--- src/rtl/rvcpu_pkg.sv ---
// Shared types and constants for the RV32M iterative multiply/divide unit.
package rvcpu_pkg;

  localparam int XLEN = 32;
  localparam int MULDIV_ITER = 32;
  localparam int MULDIV_LAT = 33;
  localparam logic [6:0] FUNCT7_MULDIV = 7'b0000001;

  typedef enum logic [2:0] {
    OP_MUL    = 3'b000,
    OP_MULH   = 3'b001,
    OP_MULHSU = 3'b010,
    OP_MULHU  = 3'b011,
    OP_DIV    = 3'b100,
    OP_DIVU   = 3'b101,
    OP_REM    = 3'b110,
    OP_REMU   = 3'b111
  } muldiv_op_e;

  typedef enum logic [1:0] {
    IDLE = 2'd0,
    CALC = 2'd1,
    FIX  = 2'd2,
    DONE = 2'd3
  } muldiv_state_e;

  function automatic logic op_signed_a(input muldiv_op_e op);
    return op inside {OP_MUL, OP_MULH, OP_MULHSU, OP_DIV, OP_REM};
  endfunction

  function automatic logic op_signed_b(input muldiv_op_e op);
    return op inside {OP_MUL, OP_MULH, OP_DIV, OP_REM};
  endfunction

endpackage

--- src/rtl/muldiv_unit_if.sv ---
// Request/response bundle between the EX-stage control and the muldiv unit.
interface muldiv_unit_if;
  import rvcpu_pkg::*;

  logic             start;
  logic             flush;
  muldiv_op_e       op;
  logic [XLEN-1:0]  rs1_val;
  logic [XLEN-1:0]  rs2_val;
  logic             busy;
  logic             done;
  logic [XLEN-1:0]  result;

  modport master (output start, flush, op, rs1_val, rs2_val,
                  input  busy, done, result);
  modport slave  (input  start, flush, op, rs1_val, rs2_val,
                  output busy, done, result);
endinterface

--- src/rtl/muldiv_step.sv ---
// One combinational iteration: shift-add multiply or restoring-divide step.
module muldiv_step
  import rvcpu_pkg::*;
(
  input  logic              is_div,
  input  logic [2*XLEN-1:0] acc_i,
  input  logic [XLEN-1:0]   opnd_i,
  output logic [2*XLEN-1:0] acc_o
);

  logic [XLEN:0] sum;
  logic [XLEN:0] rem_sh;
  logic [XLEN:0] diff;

  // acc holds {partial product, multiplier} or {remainder, dividend/quotient}
  always_comb begin
    sum    = {1'b0, acc_i[2*XLEN-1:XLEN]} + (acc_i[0] ? {1'b0, opnd_i} : '0);
    rem_sh = acc_i[2*XLEN-1:XLEN-1];
    diff   = rem_sh - {1'b0, opnd_i};
    if (!is_div) begin
      acc_o = {sum, acc_i[XLEN-1:1]};
    end else if (!diff[XLEN]) begin
      acc_o = {diff[XLEN-1:0], acc_i[XLEN-2:0], 1'b1};
    end else begin
      acc_o = {rem_sh[XLEN-1:0], acc_i[XLEN-2:0], 1'b0};
    end
  end

endmodule

--- src/rtl/muldiv_unit.sv ---
// Iterative RV32M execute unit: 32 iterations on magnitudes, sign fix-up in FIX.
//   state | meaning
//   IDLE  | waiting for start
//   CALC  | one multiply/divide iteration per cycle
//   FIX   | sign correction, special-case override, result register
//   DONE  | done pulse; may accept the next start
module muldiv_unit
  import rvcpu_pkg::*;
(
  input  logic         clk,
  input  logic         rst_n,
  muldiv_unit_if.slave bus
);

  localparam logic [4:0] LAST_ITER = 5'(MULDIV_ITER - 1);

  muldiv_state_e     state_q, state_d;
  muldiv_op_e        op_q, op_d;
  logic [4:0]        count_q, count_d;
  logic [2*XLEN-1:0] acc_q, acc_d, step_acc;
  logic [XLEN-1:0]   opnd_q, opnd_d;
  logic [XLEN-1:0]   result_q, result_d;
  logic              neg_res_q, neg_res_d;
  logic              neg_rem_q, neg_rem_d;
  logic              div_zero_q, div_zero_d;
  logic              ovf_q, ovf_d;

  logic              accept, sign_a, sign_b;
  logic [XLEN-1:0]   mag_a, mag_b;
  logic [2*XLEN-1:0] prod_fix;
  logic [XLEN-1:0]   quo_fix, rem_fix, fix_result;

  always_ff @(posedge clk) begin
    if (!rst_n) begin
      state_q    <= IDLE;
      op_q       <= OP_MUL;
      count_q    <= '0;
      acc_q      <= '0;
      opnd_q     <= '0;
      result_q   <= '0;
      neg_res_q  <= 1'b0;
      neg_rem_q  <= 1'b0;
      div_zero_q <= 1'b0;
      ovf_q      <= 1'b0;
    end else begin
      state_q    <= state_d;
      op_q       <= op_d;
      count_q    <= count_d;
      acc_q      <= acc_d;
      opnd_q     <= opnd_d;
      result_q   <= result_d;
      neg_res_q  <= neg_res_d;
      neg_rem_q  <= neg_rem_d;
      div_zero_q <= div_zero_d;
      ovf_q      <= ovf_d;
    end
  end

  // A flush in the same cycle as start discards the start.
  assign accept = (state_q == IDLE || state_q == DONE) && bus.start && !bus.flush;

  always_comb begin
    state_d = state_q;
    case (state_q)
      IDLE:    if (accept) state_d = CALC;
      CALC:    if (bus.flush) state_d = IDLE;
               else if (count_q == LAST_ITER) state_d = FIX;
      FIX:     state_d = bus.flush ? IDLE : DONE;
      DONE:    state_d = accept ? CALC : IDLE;
      default: state_d = IDLE;
    endcase
  end

  always_comb begin
    bus.busy = (state_q == CALC) || (state_q == FIX);
    bus.done = (state_q == DONE);
  end

  assign bus.result = result_q;

  always_comb begin
    sign_a = op_signed_a(bus.op) && bus.rs1_val[XLEN-1];
    sign_b = op_signed_b(bus.op) && bus.rs2_val[XLEN-1];
    mag_a  = sign_a ? -bus.rs1_val : bus.rs1_val;
    mag_b  = sign_b ? -bus.rs2_val : bus.rs2_val;
  end

  muldiv_step u_step (
    .is_div (op_q[2]),
    .acc_i  (acc_q),
    .opnd_i (opnd_q),
    .acc_o  (step_acc)
  );

  // Divide by zero leaves the dividend magnitude in the remainder half, so
  // REM/REMU by zero fall out of the normal sign fix without an override.
  always_comb begin
    prod_fix   = neg_res_q ? -acc_q : acc_q;
    quo_fix    = neg_res_q ? -acc_q[XLEN-1:0] : acc_q[XLEN-1:0];
    rem_fix    = neg_rem_q ? -acc_q[2*XLEN-1:XLEN] : acc_q[2*XLEN-1:XLEN];
    fix_result = quo_fix;
    case (op_q)
      OP_MUL:                       fix_result = prod_fix[XLEN-1:0];
      OP_MULH, OP_MULHSU, OP_MULHU: fix_result = prod_fix[2*XLEN-1:XLEN];
      OP_DIV:  fix_result = div_zero_q ? '1 : (ovf_q ? {1'b1, {(XLEN-1){1'b0}}} : quo_fix);
      OP_DIVU: fix_result = div_zero_q ? '1 : quo_fix;
      OP_REM:  fix_result = ovf_q ? '0 : rem_fix;
      OP_REMU: fix_result = rem_fix;
      default: fix_result = quo_fix;
    endcase
  end

  always_comb begin
    op_d       = op_q;
    count_d    = count_q;
    acc_d      = acc_q;
    opnd_d     = opnd_q;
    result_d   = result_q;
    neg_res_d  = neg_res_q;
    neg_rem_d  = neg_rem_q;
    div_zero_d = div_zero_q;
    ovf_d      = ovf_q;
    if (accept) begin
      op_d       = bus.op;
      count_d    = '0;
      neg_res_d  = sign_a ^ sign_b;
      neg_rem_d  = sign_a;
      div_zero_d = bus.op[2] && (bus.rs2_val == '0);
      ovf_d      = (bus.op == OP_DIV || bus.op == OP_REM) &&
                   (bus.rs1_val == {1'b1, {(XLEN-1){1'b0}}}) && (bus.rs2_val == '1);
      if (bus.op[2]) begin
        acc_d  = {{XLEN{1'b0}}, mag_a};
        opnd_d = mag_b;
      end else begin
        acc_d  = {{XLEN{1'b0}}, mag_b};
        opnd_d = mag_a;
      end
    end else if (state_q == CALC && !bus.flush) begin
      acc_d   = step_acc;
      count_d = count_q + 5'd1;
    end else if (state_q == FIX && !bus.flush) begin
      result_d = fix_result;
    end
  end

endmodule

--- src/flat_wrapper.sv ---
// flat-port wrapper written by rule: the top's interface ports become plain ports
module muldiv_unit_flat import rvcpu_pkg::*;
  (clk, rst_n, bus_start, bus_flush, bus_op, bus_rs1_val, bus_rs2_val, bus_busy, bus_done, bus_result);
  muldiv_unit_if bus_i ();
  input  logic clk;
  input  logic rst_n;
  input wire logic [$bits(bus_i.start)-1:0] bus_start;
  input wire logic [$bits(bus_i.flush)-1:0] bus_flush;
  input wire logic [$bits(bus_i.op)-1:0] bus_op;
  input wire logic [$bits(bus_i.rs1_val)-1:0] bus_rs1_val;
  input wire logic [$bits(bus_i.rs2_val)-1:0] bus_rs2_val;
  output wire logic [$bits(bus_i.busy)-1:0] bus_busy;
  output wire logic [$bits(bus_i.done)-1:0] bus_done;
  output wire logic [$bits(bus_i.result)-1:0] bus_result;
  assign bus_i.start = bus_start;
  assign bus_i.flush = bus_flush;
  assign bus_i.op = bus_op;
  assign bus_i.rs1_val = bus_rs1_val;
  assign bus_i.rs2_val = bus_rs2_val;
  assign bus_busy = bus_i.busy;
  assign bus_done = bus_i.done;
  assign bus_result = bus_i.result;
  muldiv_unit u_core (.clk(clk), .rst_n(rst_n), .bus(bus_i));
endmodule
--- config.mk ---
export PLATFORM = sky130hd
export DESIGN_NAME = muldiv_unit_flat
export DESIGN_NICKNAME = d
export VERILOG_FILES = /design/src/rtl/rvcpu_pkg.sv /design/src/rtl/muldiv_unit_if.sv /design/src/rtl/muldiv_step.sv /design/src/rtl/muldiv_unit.sv /design/src/flat_wrapper.sv
export SDC_FILE = /design/constraint.sdc
export NUM_CORES = 1
export LEC_CHECK = 0
export ABC_AREA = 1
export CORE_ASPECT_RATIO = 0.75
export CORE_UTILIZATION = 55
export CTS_CLUSTER_DIAMETER = 40
export DETAILED_ROUTE_END_ITERATION = 6
export PLACE_DENSITY = 0.75
export SLEW_MARGIN = 5
export SYNTH_ARGS = -nofsm -noshare
export SYNTH_HDL_FRONTEND = slang
export SYNTH_SLANG_ARGS = --single-unit
--- constraint.sdc ---
create_clock -name clk -period 8.64 [get_ports clk]
set_input_delay 0.864 -clock clk [delete_from_list [all_inputs] [get_ports clk]]
set_output_delay 0.864 -clock clk [all_outputs]
set_load 0.02 [all_outputs]
# Word-level counts from Yosys, hierarchy flattened
# Cells that the tools add are included.
totals:
  reg_bits: 142
op_classes:
  addsub: 8
  reduce_logical: 24
  n_eq_ne: 19
  muxes: 23
  bitwise_logic: 4
ops:
  columns: ["op", "n"]
  rows:
  - ["32-bit 2-to-1 mux", 11]
  - ["64-bit 2-to-1 mux", 5]
  - ["32-bit case mux with 6 select lines", 1]
  - ["32-bit negator", 4]
  - ["32-bit equality test (second input constant)", 2]
  - ["64-bit negator", 1]
  - ["32-bit by 33-bit adder with 33-bit output", 1]
  - ["33-bit by 32-bit subtractor with 33-bit output", 1]
  - ["32-bit zero test", 1]
  - ["3-bit equality test (second input constant)", 6]
  - ["3-bit by 2-bit equality test with 1-bit output (second input constant)", 3]
  - ["1-bit logical AND", 9]
  - ["2-bit 2-to-1 mux", 4]
  - ["2-bit case mux with 4 select lines", 1]
  - ["3-bit by 1-bit equality test with 1-bit output (second input constant)", 2]
  - ["3-bit zero test", 2]
  - ["5-bit by 1-bit adder with 5-bit output (second input constant)", 1]
  - ["5-bit equality test (second input constant)", 1]
  - ["5-bit nonzero test", 1]
  - ["2-bit equality test (second input constant)", 2]
  - ["4-bit nonzero test", 1]
  - ["1-bit logical OR", 3]
  - ["3-bit by 2-bit inequality test with 1-bit output (second input constant)", 1]
  - ["1-bit inverter", 3]
  - ["other kinds (11)", 11]

# Depth between registers and ports, before layout
logic_depth:
  word_depth: 6
  depth_mapped: 22
  mapped_depth_nobuf: 20

# By module
# From an unflattened synthesis, not the netlist that was laid out.
hier_totals:
  hier_cells: 3365
  area_unflattened_um2: 18157.4
by_module_without_submodules:
  columns: ["mod", "n_inst", "area_per_inst_um2", "cells_each", "seq_area_each_um2"]
  rows:
  - ["muldiv_unit", 1, 11821.3, 2058, 2842.7]
  - ["muldiv_step", 1, 6336.1, 1307, 0.0]

# Worst setup path before layout
# Ideal clock, no wire load.
synth_timing:
  path_type: "register -> register"
  start: "reg u_core.acc_q[0]"
  end: "reg u_core.acc_q[57]"
  t_arrival_ns: 2.572
  n_path_buf: 2
  stages_incl_launch_ff: 22
  t_required_ns: 8.508
  setup_slack_ns: 5.936
  period_less_slack_ns: 2.704
  path_cell_list: "dfxtp_1 -> buf_2 -> clkbuf_1 -> nand2_1 -> inv_1 -> ha_1 -> inv_1 -> fa_1 -> inv_1 -> nand2_1 -> o21ai_1 -> nand2_1 -> nand2_1 -> nand2_1 -> nand2_1 -> nand2_1 -> nand3_1 -> nand3_1 -> nand2_1 -> inv_1 -> nand2_1 -> a21oi_1"
synth_between:
  elab_chain_cells: 5
synth_rtl:
  columns: ["item", "line_no", "rtl"]
  rows:
  - ["start: declaration", "muldiv_unit.sv:20", "logic [2*XLEN-1:0] acc_q, acc_d, step_acc;"]
  - ["start signal: assignment", "muldiv_unit.sv:38", "acc_q <= '0;"]
  - ["start signal: assignment", "muldiv_unit.sv:49", "acc_q <= acc_d;"]
  - ["32-bit 2-to-1 mux", "muldiv_step.sv:17", "sum = {1'b0, acc_i[2*XLEN-1:XLEN]} + (acc_i[0] ? {1'b0, opnd_i} : '0);"]
  - ["32-bit by 33-bit adder with 33-bit output", "muldiv_step.sv:17", null]
  - ["64-bit 2-to-1 mux", "muldiv_step.sv:20", "if (!is_div) begin"]
  - ["64-bit 2-to-1 mux", "muldiv_unit.sv:138", "end else if (state_q == CALC && !bus.flush) begin"]
  - ["64-bit 2-to-1 mux", "muldiv_unit.sv:123", "if (accept) begin"]
# No other way between the ends. The select of a mux whose other input is x is not followed.
# A chain may end at the register's enable or synchronous reset.

# Worst setup path in the final report
layout_timing:
  start: "reg u_core.acc_q[32]"
  end: "reg u_core.acc_q[57]"
layout_between:
  elab_chain_cells: 5
layout_rtl:
  columns: ["item", "line_no", "rtl"]
  rows:
  - ["33-bit by 32-bit subtractor with 33-bit output", "muldiv_step.sv:19", "diff = rem_sh - {1'b0, opnd_i};"]
  - ["64-bit 2-to-1 mux", "muldiv_step.sv:22", "end else if (!diff[XLEN]) begin"]
  - ["64-bit 2-to-1 mux *", "muldiv_step.sv:20", null]
  - ["64-bit 2-to-1 mux *", "muldiv_unit.sv:138", null]
  - ["64-bit 2-to-1 mux *", "muldiv_unit.sv:123", null]
# Mark *: on every way between the ends. The rest lies on a longest branch, timed or not. The select of a mux whose other input is x is not followed.

==> impl_results.md <==
* Largest area contributor in the synthesized netlist: sky130_fd_sc_hd__nand2_1
* Max-cap violation count at 0
* Clock tree skew after final layout at 14.9 ps
* Global-route wire length before repair at 111 mm
* Clock tree from TritonCTS: yes
* Number of input and output port buffers inserted at 104
* Clock Latency Late Sink at 440 ps
* Drt drc at 6
* Ports at 105
* Vias post-DR at 22200
* Starting density of the core at 56.6%
* GRT Total Usage at 45.4%
* Total global routing overflow at 0
* Max Root-Sink Buffers at 2
* Number of gates resized after cts at 0
* Fill cell instance count of the final layout at 3035
* Top cell types by occurrence after synthesis: sky130_fd_sc_hd__nand2_1, sky130_fd_sc_hd__inv_1, sky130_fd_sc_hd__nand3_1
* Count of state elements after synthesis at 142
* Synth cell types at 53
* Setup WS post-layout at 4980 ps
* Count leader, synth: sky130_fd_sc_hd__nand2_1
* Placer congestion estimate at 1.10
* Leakage at 9.66 nW
* Number of H-tree levels at 4
* Dpl hpwl at 59.5 mm
* Outcome: finished, violations left
* ANT cells at 0
* Endpoint kind of the worst setup timing path: flop
* Peak supply drop at 0.154 mV
* Yosys synthesis warning count at 0
* Transition time at the pin with the least slew margin at 1260 ps
* Final wirelength at 74.1 mm
* Final Slew Violations at 0
* Headroom to the max-slew limit at 15.7%
* Area of the multi-input gates at 12000 sq um
* Unrepaired setup endpoints after global routing: false
* Final Hold Violating Endpoints at 0
* Number of sinks driven by the clock tree at 142
* Largest net degree at the start of global routing at 72
* Top area cells in the synthesized netlist: sky130_fd_sc_hd__nand2_1, sky130_fd_sc_hd__dfxtp_1, sky130_fd_sc_hd__inv_1
* Count of flip-flops with a built-in enable after synthesis at 0
* Tot Pwr at 4.55 mW
* Synthesized area at 17300 sq um
* Floorplan die width at 207 um
* Routed Antenna Nets at 0
* Area share of the largest cell type after synthesis at 21.8%
* Fraction of synthesis flops using an asynchronous set or reset pin at 0%
* Setup fix buffers added after clock tree synthesis at 0
* Via count of the first global-routing pass at 19500
* Placed cell count at 3585
* Final non-filler cell area at 19000 sq um
* Avg WL per Cell at 20.5 um
* Total CTS buffers at 17
* Post-route setup TNS at 0 ps
* Util after Layout at 62.4%
* Number of endpoints failing setup at the final stage at 0
* Final Critical Period at 3660 ps
* Post-synthesis sequential area ratio at 16.5%
* Max incr delay on CP at 560 ps
* Count of hold-fix buffers inserted at cts at 0
* Via/cell ratio at 6.14
* Synthesized netlist cell count at 3174
* Area Overhead vs Synth at 10.2%
* Most used cell along the critical path: sky130_fd_sc_hd__nand2_1
* Hold Path Class: reg2reg
* Clock transition time at the flip-flop clock pins of the worst setup and hold paths at 70 ps
* Final net count at 3354
* Final clock period utilization by the worst path at 42.4%
* Clock root buffer: sky130_fd_sc_hd__clkbuf_16
* Maximum clock frequency at 0.273 GHz
* Critical path start-end classification: reg2reg
* Syn_area_per_cell at 5.44 sq um
* Share of final-layout standard cells stronger than drive strength 1 at 4.01%
* Violations in the final reports: design-rule violations
* Final std cells w/o fill at 3617
* Placeable core region at 30500 sq um
* Flip-flop cell with the highest count after synthesis: sky130_fd_sc_hd__dfxtp_1
* Worst hold slack at 464 ps
* Max FO, Critical Path at 8
* Syn nets at 3323
* Crit path cell chain: ha_1 -> inv_1 -> fa_1 -> inv_1 -> nand2_1 -> o21ai_1 -> nand2_1 -> nand2_1 -> nand2_1 -> nand2_1 -> nand2_1 -> nand3_1 -> nand3_1 -> nand2_1 -> inv_1 -> nand2_1 -> a21oi_1
* Req. time, crit path at 8930 ps
* Register cell area after layout at 2840 sq um
* Worst slack at placement at 4850 ps
* Height of the die at 155 um
* Cell Pwr Density at 239 nW/um^2
* Number of detailed-route iterations in the first pass at 7
* Worst Path Arrival at 3950 ps
* Crit start category: flop
* Full die area at 32100 sq um
* Cell area after placement at 18500 sq um
* Initial antenna violation count at 1
* Violation count after the first detailed-routing iteration at 3935
* Crit-path slowest cell: sky130_fd_sc_hd__dfxtp_1
* Cell Rows at 55
-- worst max-delay path: cells and delay by family, from the launching register on --
family,cells,cell delay (ps)
and+or+nand+nor,10,1270
adders and majority gates,2,740
DFF,1,560
AOI/OAI and AO/OA,2,610
buffers and inverters,3,320
-- placed cells by master, fill, tap and decap left out, drive strengths merged, types with 8 or more instances in the layout --
| cell | instances |
|---|---|
| a21oi | 185 |
| a221oi | 33 |
| a22oi | 8 |
| a31oi | 12 |
| buf | 13 |
| clkbuf | 19 |
| clkdlybuf4s50 | 103 |
| dfxtp | 142 |
| ha | 76 |
| inv | 525 |
| nand2 | 1024 |
| nand3 | 320 |
| nand3b | 17 |
| nand4 | 47 |
| nor2 | 300 |
| nor3 | 50 |
| nor4 | 8 |
| o211ai | 36 |
| o21ai | 154 |
| o21bai | 10 |
| or2 | 10 |
| xnor2 | 10 |
| xor2 | 74 |
-- worst paths after layout --
| kind | from | end | slack (ps) | cells past startpoint |
|---|---|---|---|---|
| setup / recovery | u_core.acc_q[32] | u_core.acc_q[57] | 4980 | 17 |
| hold / removal | u_core.bus.result[20] | u_core.bus.result[20] | 460 | 2 |
| setup reg to reg | u_core.acc_q[32] | u_core.acc_q[57] | 4980 | 17 |
| hold reg to reg | u_core.bus.result[20] | u_core.bus.result[20] | 460 | 2 |
-- kinds of logic after synthesis --
logic type,Yosys count,share of synthesized area (%)
adders and majority gates,78,5.74
buffers and inverters,623,13.9
AOI/OAI and AO/OA,468,15.8
DFF,142,16.5
and+or+nand+nor,1779,43.8
xor gates and xnor gates,84,4.26
-- state kept, by name (all words and copies together) (netlist names) --
signal,cells
u_core.bus.result,32
u_core.state_q,2
u_core.neg_res_q,1
u_core.ovf_q,1
u_core.neg_rem_q,1
u_core.acc_q,64
u_core.op_q,3
u_core.count_q,5
u_core.opnd_q,32
u_core.div_zero_q,1
-- cell type report --
| cell class | instances | area share (%) |
|---|---|---|
| flip-flops and latches | 142 | 15.0 |
| multi-input cells | 2409 | 63.3 |
| repair buffers | 116 | 5.92 |
| inverters | 519 | 10.2 |
| well taps | 399 | 2.62 |
| clock inverters | 13 | 0.671 |
| clock buffers | 19 | 2.33 |
-- routing by layer --
| layer | part of all wire, % | vias up | wire (um) | GRT usage [%] |
|---|---|---|---|---|
| li1 | - | 10300 | - | - |
| met3 | 17 | 196 | 12900 | 18.7 |
| met2 | 38 | 1705 | 27800 | 60.0 |
| met4 | 4.0 | 2 | 2940 | 16.1 |
| met5 | 0.018 | - | 13 | 0 |
| met1 | 41 | 10000 | 30400 | 64.4 |
-- report_power, final --
group	total [mW]	internal (mW)	switching (mW)	leakage, nW
clock	0.744	0.411	0.333	0.282
sequential	0.960	0.760	0.200	1.15
combinational	2.85	0.824	2.02	8.23
Note: power is estimated with default switching activity, not from simulation.
